[config.mk]
export PLATFORM = sky130hd
export DESIGN_NAME = fifo_read_stream
export DESIGN_NICKNAME = d
export VERILOG_FILES = /design/src/rtl/async_fifo_pkg.sv /design/src/rtl/fifo_read_stream_buf.sv /design/src/rtl/fifo_read_stream.sv
export SDC_FILE = /design/constraint.sdc
export NUM_CORES = 1
export LEC_CHECK = 0
export CORE_ASPECT_RATIO = 1.75
export CORE_MARGIN = 4
export CORE_UTILIZATION = 50
export CTS_CLUSTER_DIAMETER = 80
export DETAILED_ROUTE_END_ITERATION = 8
export GPL_TIMING_DRIVEN = 0
export PLACE_DENSITY = 0.87
export SETUP_SLACK_MARGIN = 0.05
export SLEW_MARGIN = 20
export SYNTH_ARGS = -nofsm -noshare
export SYNTH_HDL_FRONTEND = slang
export SYNTH_SLANG_ARGS = --single-unit
[constraint.sdc]
create_clock -name read_clk -period 2.3 [get_ports read_clk]
set_clock_uncertainty 0.2 [all_clocks]
set_input_delay 0.345 -clock read_clk [delete_from_list [all_inputs] [get_ports read_clk]]
set_output_delay 0.345 -clock read_clk [all_outputs]
set_load 0.1 [all_outputs]
[src/rtl/async_fifo_pkg.sv]
// Shared definitions for the async_fifo family: default word width and the
// occupancy type used by the read-side stream buffer.
package async_fifo_pkg;

    // Default word width of async_fifo and its read-side consumers.
    localparam int BITS_DEFAULT = 32;

    // Occupancy of the 2-entry read-side buffer: 0, 1 or 2 words.
    typedef logic [1:0] count_t;

    // Number of entries in the read-side output buffer.
    localparam count_t BUF_DEPTH = 2'd2;

endpackage

[src/rtl/fifo_read_stream_buf.sv]
// Two-entry register buffer behind the FIFO read port. Words are written at
// the tail, presented from the head, and a flush drops everything held.
// Capture and pop in the same cycle keep the occupancy and advance both
// indices, so word order is preserved.
module fifo_read_stream_buf
    import async_fifo_pkg::*;
#(
    parameter int BITS = BITS_DEFAULT
) (
    input  logic            clk,
    input  logic            rst_n,
    input  logic            push,
    input  logic [BITS-1:0] push_data,
    input  logic            pop,
    input  logic            flush,
    output count_t          count,
    output logic [BITS-1:0] head_data
);

    logic [BITS-1:0] mem [2];
    logic            head;
    logic            tail;

    // Storage: write at the tail; contents are cleared only by reset so the
    // head entry reads as zero right after reset.
    always_ff @(posedge clk or negedge rst_n) begin
        if (!rst_n) begin
            mem[0] <= '0;
            mem[1] <= '0;
        end else if (push) begin
            mem[tail] <= push_data;
        end
    end

    // Indices and occupancy: flush empties the buffer, otherwise each side
    // advances independently and wraps modulo 2.
    always_ff @(posedge clk or negedge rst_n) begin
        if (!rst_n) begin
            head  <= 1'b0;
            tail  <= 1'b0;
            count <= '0;
        end else if (flush) begin
            head  <= 1'b0;
            tail  <= 1'b0;
            count <= '0;
        end else begin
            if (push) begin
                tail <= ~tail;
            end
            if (pop) begin
                head <= ~head;
            end
            case ({push, pop})
                2'b10:   count <= count_t'(count + 2'd1);
                2'b01:   count <= count_t'(count - 2'd1);
                default: count <= count;
            endcase
        end
    end

    assign head_data = mem[head];

endmodule

[src/rtl/fifo_read_stream.sv]
// Read-side consumer for async_fifo. Pops words from the FIFO's registered
// read port and presents them as a registered valid/ready stream, hiding the
// one-cycle read latency with a 2-entry buffer so a continuously ready sink
// receives one word per cycle.
// Optional feature: define FIFO_READ_STREAM_COUNT_EN to add the p_beat_count
// output, a wrapping count of delivered beats that survives p_flush.
module fifo_read_stream
    import async_fifo_pkg::*;
#(
    parameter int BITS     = BITS_DEFAULT,
    parameter int CNT_BITS = 32
) (
    input  logic                read_clk,
    input  logic                read_rst_n,
    output logic                p_read_en,
    input  logic [BITS-1:0]     p_read_data,
    input  logic                p_read_empty,
    input  logic                p_flush,
    output logic                m_valid,
    output logic [BITS-1:0]     m_data,
    input  logic                m_ready
`ifdef FIFO_READ_STREAM_COUNT_EN
    ,
    output logic [CNT_BITS-1:0] p_beat_count
`endif
);

    typedef logic [CNT_BITS-1:0] beat_t;

    logic       inflight;
    logic       pop;
    logic       capture;
    count_t     count;
    logic [2:0] occupancy;

    // A word leaves whenever the head is valid and the sink accepts it.
    assign pop = m_valid && m_ready;

    // The word requested last cycle arrives now; a flush discards it.
    assign capture = inflight && !p_flush;

    // Words that will be held or in flight after this cycle's pop. A pop
    // implies count >= 1, so this never underflows.
    assign occupancy = 3'(count) + 3'(inflight) - 3'(pop);

    // Request a word only when it is guaranteed a buffer slot on arrival.
    // Gating with the reset keeps the request low while the block is held
    // in reset, even if the FIFO reports data.
    assign p_read_en = read_rst_n && !p_read_empty && !p_flush
                       && (occupancy < 3'(BUF_DEPTH));

    // Track the pop issued last cycle; its data is valid this cycle.
    always_ff @(posedge read_clk or negedge read_rst_n) begin
        if (!read_rst_n) begin
            inflight <= 1'b0;
        end else begin
            inflight <= p_read_en;
        end
    end

    fifo_read_stream_buf #(
        .BITS (BITS)
    ) u_buf (
        .clk       (read_clk),
        .rst_n     (read_rst_n),
        .push      (capture),
        .push_data (p_read_data),
        .pop       (pop),
        .flush     (p_flush),
        .count     (count),
        .head_data (m_data)
    );

    assign m_valid = (count != '0);

`ifdef FIFO_READ_STREAM_COUNT_EN
    // Count every delivered beat, including one accepted during a flush.
    always_ff @(posedge read_clk or negedge read_rst_n) begin
        if (!read_rst_n) begin
            p_beat_count <= '0;
        end else if (pop) begin
            p_beat_count <= beat_t'(p_beat_count + beat_t'(1));
        end
    end
`endif

endmodule

==> reports/qor.yml, run 1 <==
status: "finished with violations"
violations: "hold timing, setup timing"
htree_num_levels: 3
syn_nets: 237
cts_sinks: 69
setup_ws_ns: -0.373
grt.overflow.total: 0
first_global_vias: 2146
grt_max_degree: 61
die_width_um: 67.1
clk_latency_ns: 0.33
rows: 37
die-area_um2: 7480
period_share_pct: 116
remaining_drc_errors: 0
hold_slack_ns: -0.361
synthMuxAreaShare_pct: 36.0
synth_top_family_by_area: "multiplexers"
cap_viol_max_count: 0
setup_viol_count_final: 1
synth_top_area_share_pct: 56.5
drive_above_1_share_pct: 49.1
synthToLayoutAreaGrowth_pct: 31.6
leakage_uw: 0.00188
rsz0062_at_grt: "yes"
ys_seq_area_share_pct: 56.5
power_density_nw_per_um2: 1090
netSwitchingPower_uw: 1910
core_region_area_um2: 5930
post-place-ws_ns: -1.52
antenna_found_initial: 0
slew_violations: 0
clk_pin_slew_worst_paths_ns: 0.08
end_kind: "primary output"
synthesis.area_um2: 3060
drt_wl_total_um: 6160
grt_first_pass_wirelength_um: 10200
setup_tns_ns: -0.373
critical_path_class: "flop to primary output"
numPortBuffers: 70
power_frac_comb_pct: 42.6
cts_made_buffers: 9
worstSetupStartpointType: "flop"
synth_cells: 199
synth_simple_gate_area_share_pct: 2.62
clockBufferDepth: 2
cts_tree: "yes"
relSlewSlack_pct: 63.8
finalNetCount: 322
synth_compound_area_share_pct: 0.777
die_y_um: 111
drtIter0Drc: 40
synth_top_area_cell: "dfrtp_1"
vias: 1894
pwr-share-clk_pct: 21.8
via_per_inst: 5.16
crit_fanout: 2
start_util_pct: 51.6
root_buffer: "clkbuf_8"
cp.required_ns: 1.75
p_seq_share_pct: 35.6
dp.final_hpwl_um: 4550
postRouteAntennaNets: 0
n_antenna_cell: 0
synth_xor_area_share_pct: 0.859
tightest_slew_ns: 0.546
max-vdd-ir-drop_v: 0.000764
yosysUniqueCellTypes: 22
hold_viol: 69
syn_area_per_cell_um2: 15.4
wl_per_cell_um: 16.8
max_freq_mhz: 374
drtPass1Iterations: 4
grt_usage_pct: 18.3
synth_fa_ha_area_share_pct: 0.655
io_pins: 71
mostFrequentLayoutCells: "mux2_2, dfrtp_1, clkdlybuf4s50_1"
min_period_ns: 2.67
ys_warn_count: 0
synth_area_leaders: "dfrtp_1, mux2_2, mux2_1"
cp_data_arrival_time_ns: 2.13
switching_share_pct: 43.8
p_int_uw: 2460
place.gp.congestion: 0.756
hold_path_class: "input pin to asynchronous set/reset pin"
synth_seq_cells: 69
-- registers in the layout, summed over array words and instances, names as in the netlist --
| register | count |
|---|---|
| u_buf.count | 2 |
| inflight | 1 |
| u_buf.mem | 64 |
| u_buf.tail | 1 |
| u_buf.head | 1 |
-- critical path: stages, from the launching register on --
cell and delay (ns):
dfrtp_2 0.42, mux2i_2 0.21, nand2_1 0.10, fa_2 0.55
nand2_2 0.07, nor4_4 0.17, buf_6 0.26
-- path summary, 6_finish.rpt --
kind,from,endpoint,slack (ns),depth (start not counted)
worst max-delay path,u_buf.count[0],p_read_en,-0.37,6
worst min-delay path,read_rst_n,u_buf.mem[12],-0.36,1
worst max register to register,u_buf.count[0],inflight,0.47,5
worst min register to register,u_buf.mem[8],u_buf.mem[8],0.29,1
max in group asynchronous,read_rst_n,u_buf.head,1.71,2
min in group read_clk,u_buf.mem[8],u_buf.mem[8],0.29,1
-- power by group through the flow --
stage | registers, uW | clock network, uW | logic [uW]
floorplan | 1540 | 0 | 1540
global placement | 1560 | 0 | 1950
detailed placement | 1580 | 0 | 1980
CTS | 1560 | 975 | 1880
global route | 1580 | 1030 | 1930
finish | 1550 | 953 | 1860
-- cell usage after synthesis (all sizes together) --
library cell  instances
nand2                 3
and4b                 1
a21oi                 1
fa                    1
mux2                 96
xor2                  2
nand3b                1
o21ai                 2
a2111oi               1
nand2b                1
nor4                  1
nor2                  4
or2                   2
xnor2                 1
buf                  10
dfrtp                69
mux2i                 2
clkbuf                1
-- cell type report --
class | count | area [um2]
Multi-Input combinational cell | 119 | 1280
Clock inverter | 4 | 47.5
Sequential cell | 69 | 1730
Buffer | 10 | 83.8
Timing Repair Buffer | 75 | 642
Tap cell | 78 | 97.6
Fill cell | 492 | 1900
Clock buffer | 12 | 145
-- logic make-up after synthesis --
logic type / count (synthesis)
AO/OA/AOI/OAI: 4
AND/OR/NAND/NOR: 13
XOR/XNOR: 3
flip-flops: 69
multiplexers: 98
buffers and inverters: 11
adder cells (fa/ha/maj): 1
-- what timing repair did --
item | 4_1_cts | 5_1_grt
resized for setup | 186 | 3
cloned | 0 | 0
setup buffers | 4 | 0
setup endpoints to repair | 34 | 2
hold endpoints to repair | 69 | 69
pin swaps | 2 | 0
-- through the flow --
step	cells	hold WS, ns	total power [uW]	util [%]	instance area [um2]
final	367	-0.361	4370	67.9	4020
after global routing	367	-0.368	4550	67.9	4020
after CTS	367	-0.372	4410	68.0	4030
after detailed placement	348	-0.00155	3550	65.8	3900
after global placement	347	0.267	3510	65.4	3870
after floorplan	199	-0.151	3080	-	3070
-- per-layer routing --
| layer | vias to the layer above | track usage, % | wire [um] |
|---|---|---|---|
| met5 | - | 0 | 0 |
| met4 | 0 | 6.64 | 59 |
| met3 | 4 | 4.64 | 240 |
| met2 | 41 | 34.0 | 3680 |
| met1 | 967 | 18.8 | 2170 |
| li1 | 882 | - | - |
No activity file was read; power rests on OpenSTA's default activity.
==> run 2, diff against run 1 <==
Settings changed: CAP_MARGIN set to 10, CORE_ASPECT_RATIO 1.75 to 1.1.
==> reports/qor.yml, run 2 (synthesized netlist as in run 1, its figures left out) <==
status: "finished with violations"
violations: "setup timing"
via_per_inst: 5.18
hold_start: "m_ready"
multi_input_area_um2: 1270
switching_share_pct: 41.8
p_int_uw: 2690
cap_viol_max_count: 0
critical_path_class: "flop to primary output"
drt_wl_total_um: 6060
setup_ws_ns: -0.400
end_kind: "primary output"
leakage_uw: 0.00191
wl_met1_um: 2590
clk_pin_slew_worst_paths_ns: 0.07
wl_per_cell_um: 16.5
root_buffer: "clkbuf_8"
dp.final_hpwl_um: 4210
hold-path-endpoint: "u_buf.count[1]"
max_stage_delay_ns: 0.50
cp_data_arrival_time_ns: 2.16
die_width_um: 82.6
num-fill-cells: 433
reg2reg_from: "u_buf.count[0]"
place.gp.congestion: 0.750
power_density_nw_per_um2: 1120
min_period_ns: 2.70
power_frac_comb_pct: 40.4
first_global_vias: 2128
synthToLayoutAreaGrowth_pct: 34.3
path_delay_family: "adder cells"
ff2ff_setup_slack_ns: 0.44
slew_violations: 0
relSlewSlack_pct: 62.7
finish.utilization_pct: 70.3
die_y_um: 90.0
hold_path_class: "input pin to flop"
grt_max_degree: 37
top_register: "u_buf.mem"
period_share_pct: 117
drtPass1Iterations: 4
met3WireLength_um: 240
critPathBufInv: 1
hold_slack_ns: 0.265
p_seq_share_pct: 33.7
postRouteAntennaNets: 0
core_region_area_um2: 5840
top_regs: "u_buf.mem (64), u_buf.count (2)"
clockBufferDepth: 2
post-place-ws_ns: -1.50
largest_reg_flops: 64
io_pins: 71
worstSetupStartpointType: "flop"
worstReg2RegEnd: "inflight"
finalNetCount: 324
n_antenna_cell: 0
numPortBuffers: 70
hold_viol: 0
cp.required_ns: 1.75
cts_sinks: 69
top_layer: "met4"
crit_fanout: 3
cts_tree: "yes"
htree_num_levels: 3
worstPathCellList: "mux2i_2 > nand2_1 > fa_1 > nand2_2 > nor4_4 > buf_6"
max-vdd-ir-drop_v: 0.000740
remaining_drc_errors: 0
rows: 29
clk_latency_ns: 0.34
die-area_um2: 7430
r2r_cells: 5
drtIter0Drc: 24
antenna_found_initial: 0
cts_made_buffers: 9
setup_viol_count_final: 1
tightest_slew_ns: 0.561
mostFrequentLayoutCells: "mux2_2, dfrtp_1, clkdlybuf4s50_1"
grt_first_pass_wirelength_um: 10300
pwr-share-clk_pct: 25.9
start_util_pct: 52.3
hold_depth: 2
max_freq_mhz: 370
wl_met2_um: 3120
rsz0062_at_grt: "yes"
cpMaxStageDelayCell: "fa_1"
vias: 1906
grt_usage_pct: 18.2
grt.overflow.total: 0
netSwitchingPower_uw: 1930
ff_latch_area_um2: 1730
drive_above_1_share_pct: 48.8
## run 2: cell count changes in the layout (fill, tap and decap cells not counted)
| cell | previous run | this run |
|---|---|---|
| buf_12 | 0 | 2 |
| buf_16 | 1 | 0 |
| buf_2 | 18 | 13 |
| buf_4 | 24 | 12 |
| bufinv_16 | 1 | 3 |
| clkbuf_4 | 0 | 16 |
| clkdlybuf4s15_2 | 3 | 4 |
| clkinv_2 | 2 | 1 |
| clkinvlp_4 | 1 | 0 |
| dlygate4sd3_1 | 0 | 1 |
| fa_1 | 0 | 1 |
| fa_2 | 1 | 0 |
## run 2: final cells by class
type                    count  share of cell area, %
well taps                  77                   2.35
multi-input cells         119                   31.0
plain buffers              10                   2.04
clock inverters             4                   2.32
flip-flops and latches     69                   42.1
repair buffers             77                   16.6
clock buffers              12                   3.53
## run 2: worst reg2reg max path, stage by stage (launching register included)
cell     delay [ns]
dfrtp_2        0.43
mux2i_2        0.21
nand2_1        0.09
fa_1           0.50
nand2_2        0.07
nor4_4         0.25
## run 2: repair_timing
item,in CTS,in global routing
resized for setup,172,19
cloned,0,0
endpoints found under the setup margin,34,18
pin swaps,0,0
setup buffers,4,0
hold buffers,2,0
endpoints found under the hold margin,34,0
## run 2: metrics by stage
stage	total power, uW	instances	area [um2]	setup TNS (ns)
after floorplan	3080	199	3070	-1.13
after global placement	3500	346	3870	-133.76
after detailed placement	3540	347	3890	-16.93
after CTS	4610	368	4060	-0.400
after global routing	4780	368	4110	-0.528
final	4610	368	4110	-0.400
## run 2: per-layer routing
layer	global-route usage, %	up-vias
li1	-	890
met1	22.6	967
met2	29.9	41
met3	4.30	8
met4	7.36	0
met5	0	-
## run 2: worst max path at each step
stage	endpoint	slack, ns	cells after the start	start
2_1_floorplan	p_read_en	-0.62	6	u_buf.count[1]
3_3_place_gp	p_read_en	-3.21	4	read_rst_n
3_5_place_dp	p_read_en	-1.50	8	m_ready
4_1_cts	p_read_en	-0.40	6	u_buf.count[0]
5_1_grt	p_read_en	-0.53	6	u_buf.count[0]
6_report	p_read_en	-0.40	6	u_buf.count[0]
## run 2: power by group through the flow
stage          registers, uW  clock network, uW  logic, uW
2_1_floorplan           1540                  0       1540
3_3_place_gp            1560                  0       1940
3_5_place_dp            1580                  0       1960
4_1_cts                 1560               1210       1840
5_1_grt                 1590               1260       1930
6_report                1560               1190       1860
==> run 3, diff against run 2 <==
Settings changed: CELL_PAD_IN_SITES_DETAIL_PLACEMENT set to 1, CELL_PAD_IN_SITES_GLOBAL_PLACEMENT set to 2, CORE_UTILIZATION 50 to 43, DONT_BUFFER_PORTS set to 1, PLACE_DENSITY 0.87 to 0.85.
==> reports/qor.yml, run 3 (synthesized netlist as in run 1, its figures left out) <==
remaining_drc_errors: 0
path_delay_family: "adder cells"
cp_data_arrival_time_ns: 2.06
worstReg2RegEnd: "u_buf.count[1]"
setup_viol_count_final: 1
ff2ff_setup_slack_ns: 0.36
clk_pin_slew_worst_paths_ns: 0.06
critPathBufInv: 1
relSlewSlack_pct: 65.6
postRouteAntennaNets: 0
post-place-ws_ns: -0.201
numPortBuffers: 0
finalPower_uw: 4330
num-fill-cells: 625
busiest_layer: "met2"
final_common_cell: "dfrtp_1"
htree_num_levels: 3
hold_depth: 3
via_per_inst: 5.25
grt_use_met1_pct: 18.5
clk_latency_ns: 0.32
met3_usage_pct: 4.41
hold_path_class: "input pin to flop"
violations: "setup timing"
start_util_pct: 45.3
die_y_um: 96.4
setup_ws_ns: -0.310
leakage_uw: 0.00185
grt.overflow.total: 0
drtIter0Drc: 15
max-vdd-ir-drop_v: 0.000646
antenna_found_initial: 0
worstSetupStartpointType: "flop"
max_freq_mhz: 383
cts_sinks: 69
dp.final_hpwl_um: 3930
cap_viol_max_count: 0
hold_start: "read_rst_n"
tightest_slew_ns: 0.518
dp_cells: 283
fin_cells: 338
reg2reg_from: "u_buf.count[0]"
wl_per_cell_um: 18.7
clockBufferDepth: 2
rsz0062_at_grt: "yes"
core_region_area_um2: 6750
die-area_um2: 8530
grt_max_degree: 70
n_antenna_cell: 0
hold_viol: 0
dpl_cell_area_um2: 3200
worstPathCellList: "mux2i_2 > nand2_1 > fa_2 > nand2_2 > nor4_4 > buf_8"
die_width_um: 88.4
grt_usage_pct: 15.7
finalNetCount: 291
top_regs: "u_buf.mem (64), u_buf.count (2)"
cts_made_buffers: 9
io_pins: 71
first_global_vias: 2020
drive_above_1_share_pct: 40.6
drt_wl_total_um: 6340
mostFrequentLayoutCells: "dfrtp_1, dlygate4sd3_1, mux2_2"
cpMaxStageDelayCell: "fa_2"
cp.required_ns: 1.75
cts_tree: "yes"
status: "finished with violations"
root_buffer: "clkbuf_8"
fin_area_um2: 3950
period_share_pct: 113
largest_reg_flops: 64
synthToLayoutAreaGrowth_pct: 29.1
hold_slack_ns: 0.0423
critical_path_class: "flop to primary output"
hold-path-endpoint: "inflight"
place.gp.congestion: 0.666
slew_violations: 0
power_density_nw_per_um2: 1100
r2r_cells: 4
crit_fanout: 2
vias: 1776
end_kind: "primary output"
drtPass1Iterations: 3
rows: 31
met2_usage_pct: 26.4
top_register: "u_buf.mem"
min_period_ns: 2.61
grt_first_pass_wirelength_um: 9960
max_stage_delay_ns: 0.54
## run 3: cell types whose count changed in the layout (fill, tap and decap cells not counted), moves of 3 or more
cell and change:
dlygate4sd3_1 +37, clkbuf_4 -16, mux2_2 -29, buf_2 -12, mux2_4 +29, clkdlybuf4s15_2 -4
clkdlybuf4s50_1 -34, buf_4 -3
## run 3: layer usage
metal	wire (um)	share of wire, %
met5	0	0
met4	130	2.1
met3	367	5.8
met2	3140	50
met1	2690	43
## run 3: report_power, final
part           switching (uW)  leakage (uW)  total [uW]  internal [uW]
registers                 123      0.000880        1570           1450
clock network             401      0.000102         980            579
logic                    1350      0.000865        1780            433
total                    1870       0.00185        4330           2460
## run 3: repair_timing
item                                    4_1_cts  5_1_grt
setup buffers                                 3        0
pin swaps                                     0        3
endpoints found under the setup margin       30        1
resized for setup                            35        1
hold buffers                                 39        0
endpoints found under the hold margin       138        0
## run 3: cell type report
cell class	count	area, um2	share of cell area (%)
buffer	10	83.8	2.12
clock buffer	13	169	4.28
clock inverter	1	30.0	0.761
multi-input combinational	119	1380	35.1
sequential	69	1730	43.8
tap	82	103	2.60
timing repair buffer	44	449	11.4
## run 3: per-stage QoR
step	utilization (%)	TNS (ns)
after floorplan	-	-1.13
after global placement	47.1	-1.39
after detailed placement	47.3	-0.201
after CTS	58.5	-0.410
after global routing	58.5	-0.428
final	58.5	-0.310
## run 3: how the worst max path moves through the flow
stage | startpoint | endpoint | slack (ns) | cells past startpoint
detailed placement | u_buf.count[1] | p_read_en | -0.20 | 7
global placement | u_buf.count[0] | p_read_en | -0.75 | 5
CTS | u_buf.count[0] | p_read_en | -0.41 | 6
finish | u_buf.count[0] | p_read_en | -0.31 | 6
floorplan | u_buf.count[1] | p_read_en | -0.62 | 6
global route | u_buf.count[0] | p_read_en | -0.43 | 6
## run 3: tightest hold or removal path, cell delays in order
cell     delay (ns)
nand2_2        0.07
nor4_4         0.04
buf_1          0.08
